**config.mk**
```make
export PLATFORM = sky130hd
export DESIGN_NAME = booth_pp_sender_flat
export DESIGN_NICKNAME = d
export VERILOG_FILES = /design/src/rtl/booth_pp_sender_if.sv /design/src/rtl/booth_pp_sender.sv /design/src/flat_wrapper.sv
export SDC_FILE = /design/constraint.sdc
export NUM_CORES = 1
export LEC_CHECK = 0
export ABC_AREA = 1
export ABC_CLOCK_PERIOD_IN_PS = 3550
export BUFFER_PORTS_ARGS = -buffer_cell sky130_fd_sc_hd__buf_2
export CAP_MARGIN = 20
export CORE_ASPECT_RATIO = 2
export CORE_UTILIZATION = 61
export CTS_CLUSTER_SIZE = 30
export DETAILED_ROUTE_END_ITERATION = 8
export GPL_TIMING_DRIVEN = 0
export PLACE_DENSITY_LB_ADDON = 0.3
export SLEW_MARGIN = 20
export SYNTH_ARGS = -nofsm -noshare
export SYNTH_HDL_FRONTEND = slang
export SYNTH_SLANG_ARGS = --single-unit
```
**constraint.sdc**
```tcl
create_clock -name clk -period 3.55 [get_ports clk]
set_input_delay 0.355 -clock clk [delete_from_list [all_inputs] [get_ports clk]]
set_output_delay 0.355 -clock clk [all_outputs]
set_load 0.01 [all_outputs]
```
**src/rtl/booth_pp_sender_if.sv**
```systemverilog
// ---------------------------------------------------------------------------
// booth_pp_sender_if
// Bundled-data channel between the clocked Booth partial-product source and
// the asynchronous multiplier pipeline.
//
// Signals:
//   rout     two-phase request, each toggle marks a new valid pp_data
//   ain      two-phase acknowledge from the asynchronous side
//   pp_data  partial product, sign-extended and pre-shifted (2*WIDTH bits)
//   pp_idx   digit index of pp_data
//   pp_last  high while pp_data is the final digit
//
// Modports:
//   master   the sender (drives rout and the bundle, receives ain)
//   slave    the downstream decoder (receives bundle, drives ain)
// ---------------------------------------------------------------------------
interface booth_pp_sender_if #(
    parameter int WIDTH = 8,
    parameter int IDXW  = (WIDTH / 2 > 1) ? $clog2(WIDTH / 2) : 1
);
    logic               rout;
    logic               ain;
    logic [2*WIDTH-1:0] pp_data;
    logic [IDXW-1:0]    pp_idx;
    logic               pp_last;

    modport master (
        output rout,
        output pp_data,
        output pp_idx,
        output pp_last,
        input  ain
    );

    modport slave (
        input  rout,
        input  pp_data,
        input  pp_idx,
        input  pp_last,
        output ain
    );
endinterface

```
**src/rtl/booth_pp_sender.sv**
```systemverilog
// ---------------------------------------------------------------------------
// booth_pp_sender
// Clocked Booth radix-4 partial-product source. Latches an operand pair,
// encodes one partial product per multiplier digit and hands each one to the
// asynchronous pipeline as bundled data with a two-phase request (rout). The
// next digit is only sent after the matching two-phase acknowledge (ain) has
// been synchronized into the clk domain.
//
// Parameters:
//   WIDTH        operand width, even and >= 4
//   SYNC_STAGES  depth of the ain synchronizer, >= 2
//
// Ports:
//   clk, rst_n   clock (rising edge) and asynchronous active-low reset
//   start        one-cycle request to begin a multiply (IDLE only)
//   a, b         multiplicand / multiplier, two's complement
//   busy         high from the cycle after start is accepted until done
//   done         one-cycle pulse after the last digit is acknowledged
//   proto_err    sticky: ain toggled while no request was outstanding
//   acc          running sum of acknowledged partial products
//                (only when BOOTH_PP_ACC_EN is defined)
//   bus          booth_pp_sender_if.master: rout, ain, pp_data, pp_idx,
//                pp_last
//
// Optional feature macro: BOOTH_PP_ACC_EN
// ---------------------------------------------------------------------------
module booth_pp_sender #(
    parameter int WIDTH       = 8,
    parameter int SYNC_STAGES = 2
) (
    input  logic                 clk,
    input  logic                 rst_n,
    input  logic                 start,
    input  logic [WIDTH-1:0]     a,
    input  logic [WIDTH-1:0]     b,
    output logic                 busy,
    output logic                 done,
    output logic                 proto_err,
`ifdef BOOTH_PP_ACC_EN
    output logic [2*WIDTH-1:0]   acc,
`endif
    booth_pp_sender_if.master    bus
);

    localparam int NDIG = WIDTH / 2;
    localparam int IDXW = (NDIG > 1) ? $clog2(NDIG) : 1;
    localparam int PW   = 2 * WIDTH;

    typedef enum logic [2:0] {
        IDLE,
        ENCODE,
        SEND,
        WAIT_ACK,
        FIN
    } state_t;

    state_t                 state;
    state_t                 state_next;

    logic [WIDTH-1:0]       a_q;
    logic [WIDTH-1:0]       b_q;
    logic [IDXW-1:0]        cnt;
    logic [SYNC_STAGES-1:0] sync;
    logic                   ain_s;
    logic                   ack_phase;
    logic                   rout_q;
    logic [PW-1:0]          pp_data_q;
    logic [IDXW-1:0]        pp_idx_q;
    logic                   pp_last_q;
    logic                   busy_q;
    logic                   done_q;
    logic                   proto_q;

    logic                   accept;
    logic                   ack_ok;
    logic                   last_digit;
    logic [WIDTH:0]         bx;
    logic [2:0]             trip;
    logic [PW-1:0]          a_ext;
    logic [PW-1:0]          mult;
    logic [PW-1:0]          pp_next;

    assign ain_s      = sync[SYNC_STAGES-1];
    assign last_digit = (cnt == IDXW'(NDIG - 1));

    // State register; reset aborts any transfer in flight.
    always_ff @(posedge clk or negedge rst_n) begin
        if (!rst_n) begin
            state <= IDLE;
        end else begin
            state <= state_next;
        end
    end

    // Next-state decode. The ack is recognised by phase equality rather than
    // by an edge, so a request is complete once synchronized ain catches up
    // with rout.
    always_comb begin
        state_next = state;
        accept     = 1'b0;
        ack_ok     = 1'b0;
        case (state)
            IDLE: begin
                if (start) begin
                    accept     = 1'b1;
                    state_next = ENCODE;
                end
            end
            ENCODE: begin
                state_next = SEND;
            end
            SEND: begin
                state_next = WAIT_ACK;
            end
            WAIT_ACK: begin
                if (ain_s == rout_q) begin
                    ack_ok     = 1'b1;
                    state_next = last_digit ? FIN : ENCODE;
                end
            end
            FIN: begin
                state_next = IDLE;
            end
            default: begin
                state_next = IDLE;
            end
        endcase
    end

    // Booth radix-4 recoding of the current digit. b is extended with the
    // implicit b[-1]=0 below bit 0 so every digit is a plain 3-bit window.
    always_comb begin
        bx    = {b_q, 1'b0};
        trip  = 3'(bx >> {cnt, 1'b0});
        a_ext = {{WIDTH{a_q[WIDTH-1]}}, a_q};
        mult  = '0;
        case (trip)
            3'b001, 3'b010: mult = a_ext;
            3'b011:         mult = a_ext << 1;
            3'b100:         mult = -(a_ext << 1);
            3'b101, 3'b110: mult = -a_ext;
            default:        mult = '0;
        endcase
        pp_next = mult << {cnt, 1'b0};
    end

    // Datapath, synchronizer and status flags. The bundle registers are only
    // written in ENCODE, which keeps them stable from one cycle before the
    // rout toggle until the ack has come through the synchronizer.
    always_ff @(posedge clk or negedge rst_n) begin
        if (!rst_n) begin
            a_q       <= '0;
            b_q       <= '0;
            cnt       <= '0;
            sync      <= '0;
            ack_phase <= 1'b0;
            rout_q    <= 1'b0;
            pp_data_q <= '0;
            pp_idx_q  <= '0;
            pp_last_q <= 1'b0;
            busy_q    <= 1'b0;
            done_q    <= 1'b0;
            proto_q   <= 1'b0;
        end else begin
            sync      <= {sync[SYNC_STAGES-2:0], bus.ain};
            ack_phase <= ain_s;
            busy_q    <= (state_next != IDLE);
            done_q    <= (state_next == FIN);

            // Any synchronized ain transition outside WAIT_ACK has no
            // request to answer.
            if ((ain_s != ack_phase) && (state != WAIT_ACK)) begin
                proto_q <= 1'b1;
            end

            if (accept) begin
                a_q <= a;
                b_q <= b;
                cnt <= '0;
            end

            if (state == ENCODE) begin
                pp_data_q <= pp_next;
                pp_idx_q  <= cnt;
                pp_last_q <= last_digit;
            end

            // rout keeps its phase across operations; only reset zeroes it.
            if (state == SEND) begin
                rout_q <= ~rout_q;
            end

            if (ack_ok && !last_digit) begin
                cnt <= cnt + 1'b1;
            end
        end
    end

`ifdef BOOTH_PP_ACC_EN
    // Self-check accumulator: sums every acknowledged partial product so it
    // holds a*b by the time done pulses.
    always_ff @(posedge clk or negedge rst_n) begin
        if (!rst_n) begin
            acc <= '0;
        end else if (accept) begin
            acc <= '0;
        end else if (ack_ok) begin
            acc <= acc + pp_data_q;
        end
    end
`endif

    assign bus.rout    = rout_q;
    assign bus.pp_data = pp_data_q;
    assign bus.pp_idx  = pp_idx_q;
    assign bus.pp_last = pp_last_q;
    assign busy        = busy_q;
    assign done        = done_q;
    assign proto_err   = proto_q;

endmodule

```
**src/flat_wrapper.sv**
```systemverilog
// flat-port wrapper written by rule: the top's interface ports become plain ports
module booth_pp_sender_flat 
#(
    parameter int WIDTH       = 8,
    parameter int SYNC_STAGES = 2
)
  (clk, rst_n, start, a, b, busy, done, proto_err, bus_rout, bus_pp_data, bus_pp_idx, bus_pp_last, bus_ain);
  booth_pp_sender_if #(.WIDTH(WIDTH)) bus_i ();
  input  logic clk;
  input  logic rst_n;
  input  logic start;
  input  logic [WIDTH-1:0] a;
  input  logic [WIDTH-1:0] b;
  output logic busy;
  output logic done;
  output logic proto_err;
  output wire logic [$bits(bus_i.rout)-1:0] bus_rout;
  output wire logic [$bits(bus_i.pp_data)-1:0] bus_pp_data;
  output wire logic [$bits(bus_i.pp_idx)-1:0] bus_pp_idx;
  output wire logic [$bits(bus_i.pp_last)-1:0] bus_pp_last;
  input wire logic [$bits(bus_i.ain)-1:0] bus_ain;
  assign bus_rout = bus_i.rout;
  assign bus_pp_data = bus_i.pp_data;
  assign bus_pp_idx = bus_i.pp_idx;
  assign bus_pp_last = bus_i.pp_last;
  assign bus_i.ain = bus_ain;
  booth_pp_sender #(.WIDTH(WIDTH), .SYNC_STAGES(SYNC_STAGES)) u_core (.clk(clk), .rst_n(rst_n), .start(start), .a(a), .b(b), .busy(busy), .done(done), .proto_err(proto_err), .bus(bus_i));
endmodule
```
==> summary.txt <==
Timing
  • RSZ-0062 raised after global routing: false
  • Final period util: 55.53%
  • Worst-margin pin slew: 0.5602 ns
  • FMAX: 507.2 MHz
  • Tmin final: 1.971 ns
  • Clock skew: 0.004205 ns
  • Max-slew headroom: 62.65%
  • Final Max Tran Viols: 0
  • Setup violations, final: 0
  • Hold Vio Cnt, Final: 0
  • Setup TNS: 0 ns

Die
  • Die X: 48.98 um
  • Initial Util: 64.57%
  • Row count: 33
  • Die height: 95.96 um
  • Die area: 4700 um2
  • Core area: 4170 um2
  • IO Count: 43

Clocking
  • Total CTS buffers: 5
  • Clk sink count: 47
  • Post-CTS Setup Inserts: 0
  • CTS Root Buffer Type: clkbuf_8
  • Clock-pin slew on the worst setup and hold paths: 0.08 ns
  • Clk buf depth: 2
  • H-Tree Depth: 2
  • CTS tree: yes
  • Post-CTS resize count: 0
  • Worst-Skew Late Latency: 0.30 ns
  • Hold buffer count at cts: 0

Setup path
  • Critical Path AT: 2.15 ns
  • CP required: 3.73 ns
  • Max FO, Critical Path: 6
  • Setup Crit Path Kind: reg -> reg
  • CP Launch Type: flop
  • CP endpoint kind: flop

Detailed routing
  • DRC marker count from the first detailed-route iteration: 80
  • WL per Instance: 13.48 um
  • Drt total wl: 5889 um
  • ANT nets after route: 0
  • Via/cell ratio: 5.689
  • DR pass1 iterations: 5
  • DRC viols: 0
  • Vias: 2486

GRT
  • Global route total overflow: 0
  • Initial antenna violation count: 0
  • Vias in the first global route: 2279
  • Gr usage total: 27.90%
  • Largest net degree at the start of global routing: 48
  • First-pass GRT wire length: 9867 um

Synthesis
  • Yosys warnings: 0
  • Area leader, netlist: dfrtp_1
  • Synth Cell Area: 2693 um2
  • Gate Count Post-Synth: 336
  • EDFF count, synth: 0
  • Sequential fraction of the synthesis area: 43.68%
  • Dominant cells by area after synthesis: dfrtp_1 44%, nand2_1 9.5%, nand3_1 8.6%
  • Yosys reg bits: 47
  • Yosys cell types: 33
  • Top cell type's share of synthesized area: 43.68%
  • Avg Inst Size Synth: 8.014 um2
  • Syn nets: 359
  • Commonest cells post-synth: 68 x nand2_1, 47 x dfrtp_1, 46 x nand3_1, 39 x nor2_1, 26 x inv_1
  • Top-count cell post-synth: nand2_1
  • Main synth FF type: dfrtp_1
  • FFs w/ async S/R, synth: 100.0%

Run status
  • Status: complete, no violations

Pwr
  • Leak: 1.551 nW
  • Pwr Total: 3.184 mW
  • Peak VDD IR: 682.6 uV
  • Pwr/cell area: 1041 nW/um2

Placement
  • Post-DP HPWL: 4506 um
  • I/O Buffers: 42
  • RePlAce Congestion: 0.9261

Flow run
  • Max-Cap Viols: 0

Layout
  • N_diodes: 0
  • Share of cells above drive strength 1: 23.38%
  • Final #Nets: 408
  • Syn-to-layout area delta: 13.57%

Hold path
  • Hold Path Class: in -> async
==> per-layer routing <==
layer | track usage [%] | wire length (um)
met5 | 0 | 0
met4 | 17.65 | 224
met3 | 4.581 | 228
met2 | 52.78 | 3292
met1 | 27.67 | 2144
==> where the power goes <==
group | total, mW | leakage [nW] | switching [mW] | internal [mW]
Clock | 0.319 | 0.0470 | 0.166 | 0.153
Combinational | 1.97 | 0.950 | 1.30 | 0.674
Sequential | 0.894 | 0.555 | 0.135 | 0.760
Total | 3.18 | 1.55 | 1.60 | 1.59
==> worst paths after layout <==
path	slack, ns	to	startpoint	cells after the start
worst max-delay path	1.58	u_core.bus.pp_data[9]	u_core.a_q[2]	10
worst min-delay path	0.05	u_core.cnt[0]	rst_n	1
worst max register to register	1.58	u_core.bus.pp_data[9]	u_core.a_q[2]	10
worst min register to register	0.36	u_core.sync[1]	u_core.sync[0]	0
max in group asynchronous	3.13	u_core.bus.pp_data[4]	rst_n	1
min in group clk	0.16	u_core.sync[0]	bus_ain	1
==> cell usage in the layout, fill, tap and decap left out, drive strengths merged, types with 2 or more instances in the layout <==
cell type | netlist | final
a22oi | 2 | 2
nor3 | 5 | 5
nor2 | 42 | 42
buf | 6 | 48
clkbuf | 5 | 11
nand3 | 53 | 53
xor2 | 2 | 2
dfrtp | 47 | 47
nand2 | 83 | 83
ha | 3 | 3
a21oi | 19 | 19
nand4 | 21 | 21
mux2 | 4 | 4
inv | 32 | 32
o21ai | 5 | 5
xnor2 | 2 | 2
==> state kept, by name, indices dropped and copies added (netlist names), 2 cells and up <==
signal,count
u_core.bus.pp_idx,2
u_core.state,3
u_core.a_q,8
u_core.sync,2
u_core.bus.pp_data,16
u_core.cnt,2
u_core.b_q,8
==> worst max-delay path, stage by stage, from the launching register on <==
cell	delay [ns]
dfrtp_1	0.44
nor2_1	0.25
nand4_1	0.16
nor2_1	0.16
inv_1	0.06
ha_1	0.28
inv_1	0.05
nand2_1	0.08
nand4_1	0.14
nand3_1	0.14
nand3_1	0.09
==> stage by stage <==
stage,setup slack (ns),cell area (um2),instances,util [%],hold slack [ns]
floorplan,1.904,2693,336,-,0.05941
global placement,1.698,2968,430,71.17,0.3337
detailed placement,1.644,2968,430,71.17,0.3363
CTS,1.617,3055,437,73.27,0.1515
global route,1.342,3058,437,73.33,0.09415
finish,1.579,3058,437,73.33,0.04868
==> final cells by class <==
class / instances / area (um2)
clock buffers: 6 / 82.58
clock inverters: 1 / 5.005
repair buffers: 42 / 212.7
multi-input cells: 246 / 1343
flip-flops and latches: 47 / 1176
plain buffers: 11 / 53.80
inverters: 32 / 120.1
fillers: 357 / 1112
well taps: 52 / 65.06
==> kinds of logic after synthesis <==
group                      Yosys count  share of synthesized area, %
buffers and inverters               43                         6.459
muxes                                4                         1.673
DFF                                 47                         43.68
and+or+nand+nor                    205                         38.85
xor gates and xnor gates             4                         1.301
AOI/OAI and AO/OA                   30                         6.645
adders and majority gates            3                         1.394
(Power assumes the default switching activity.)
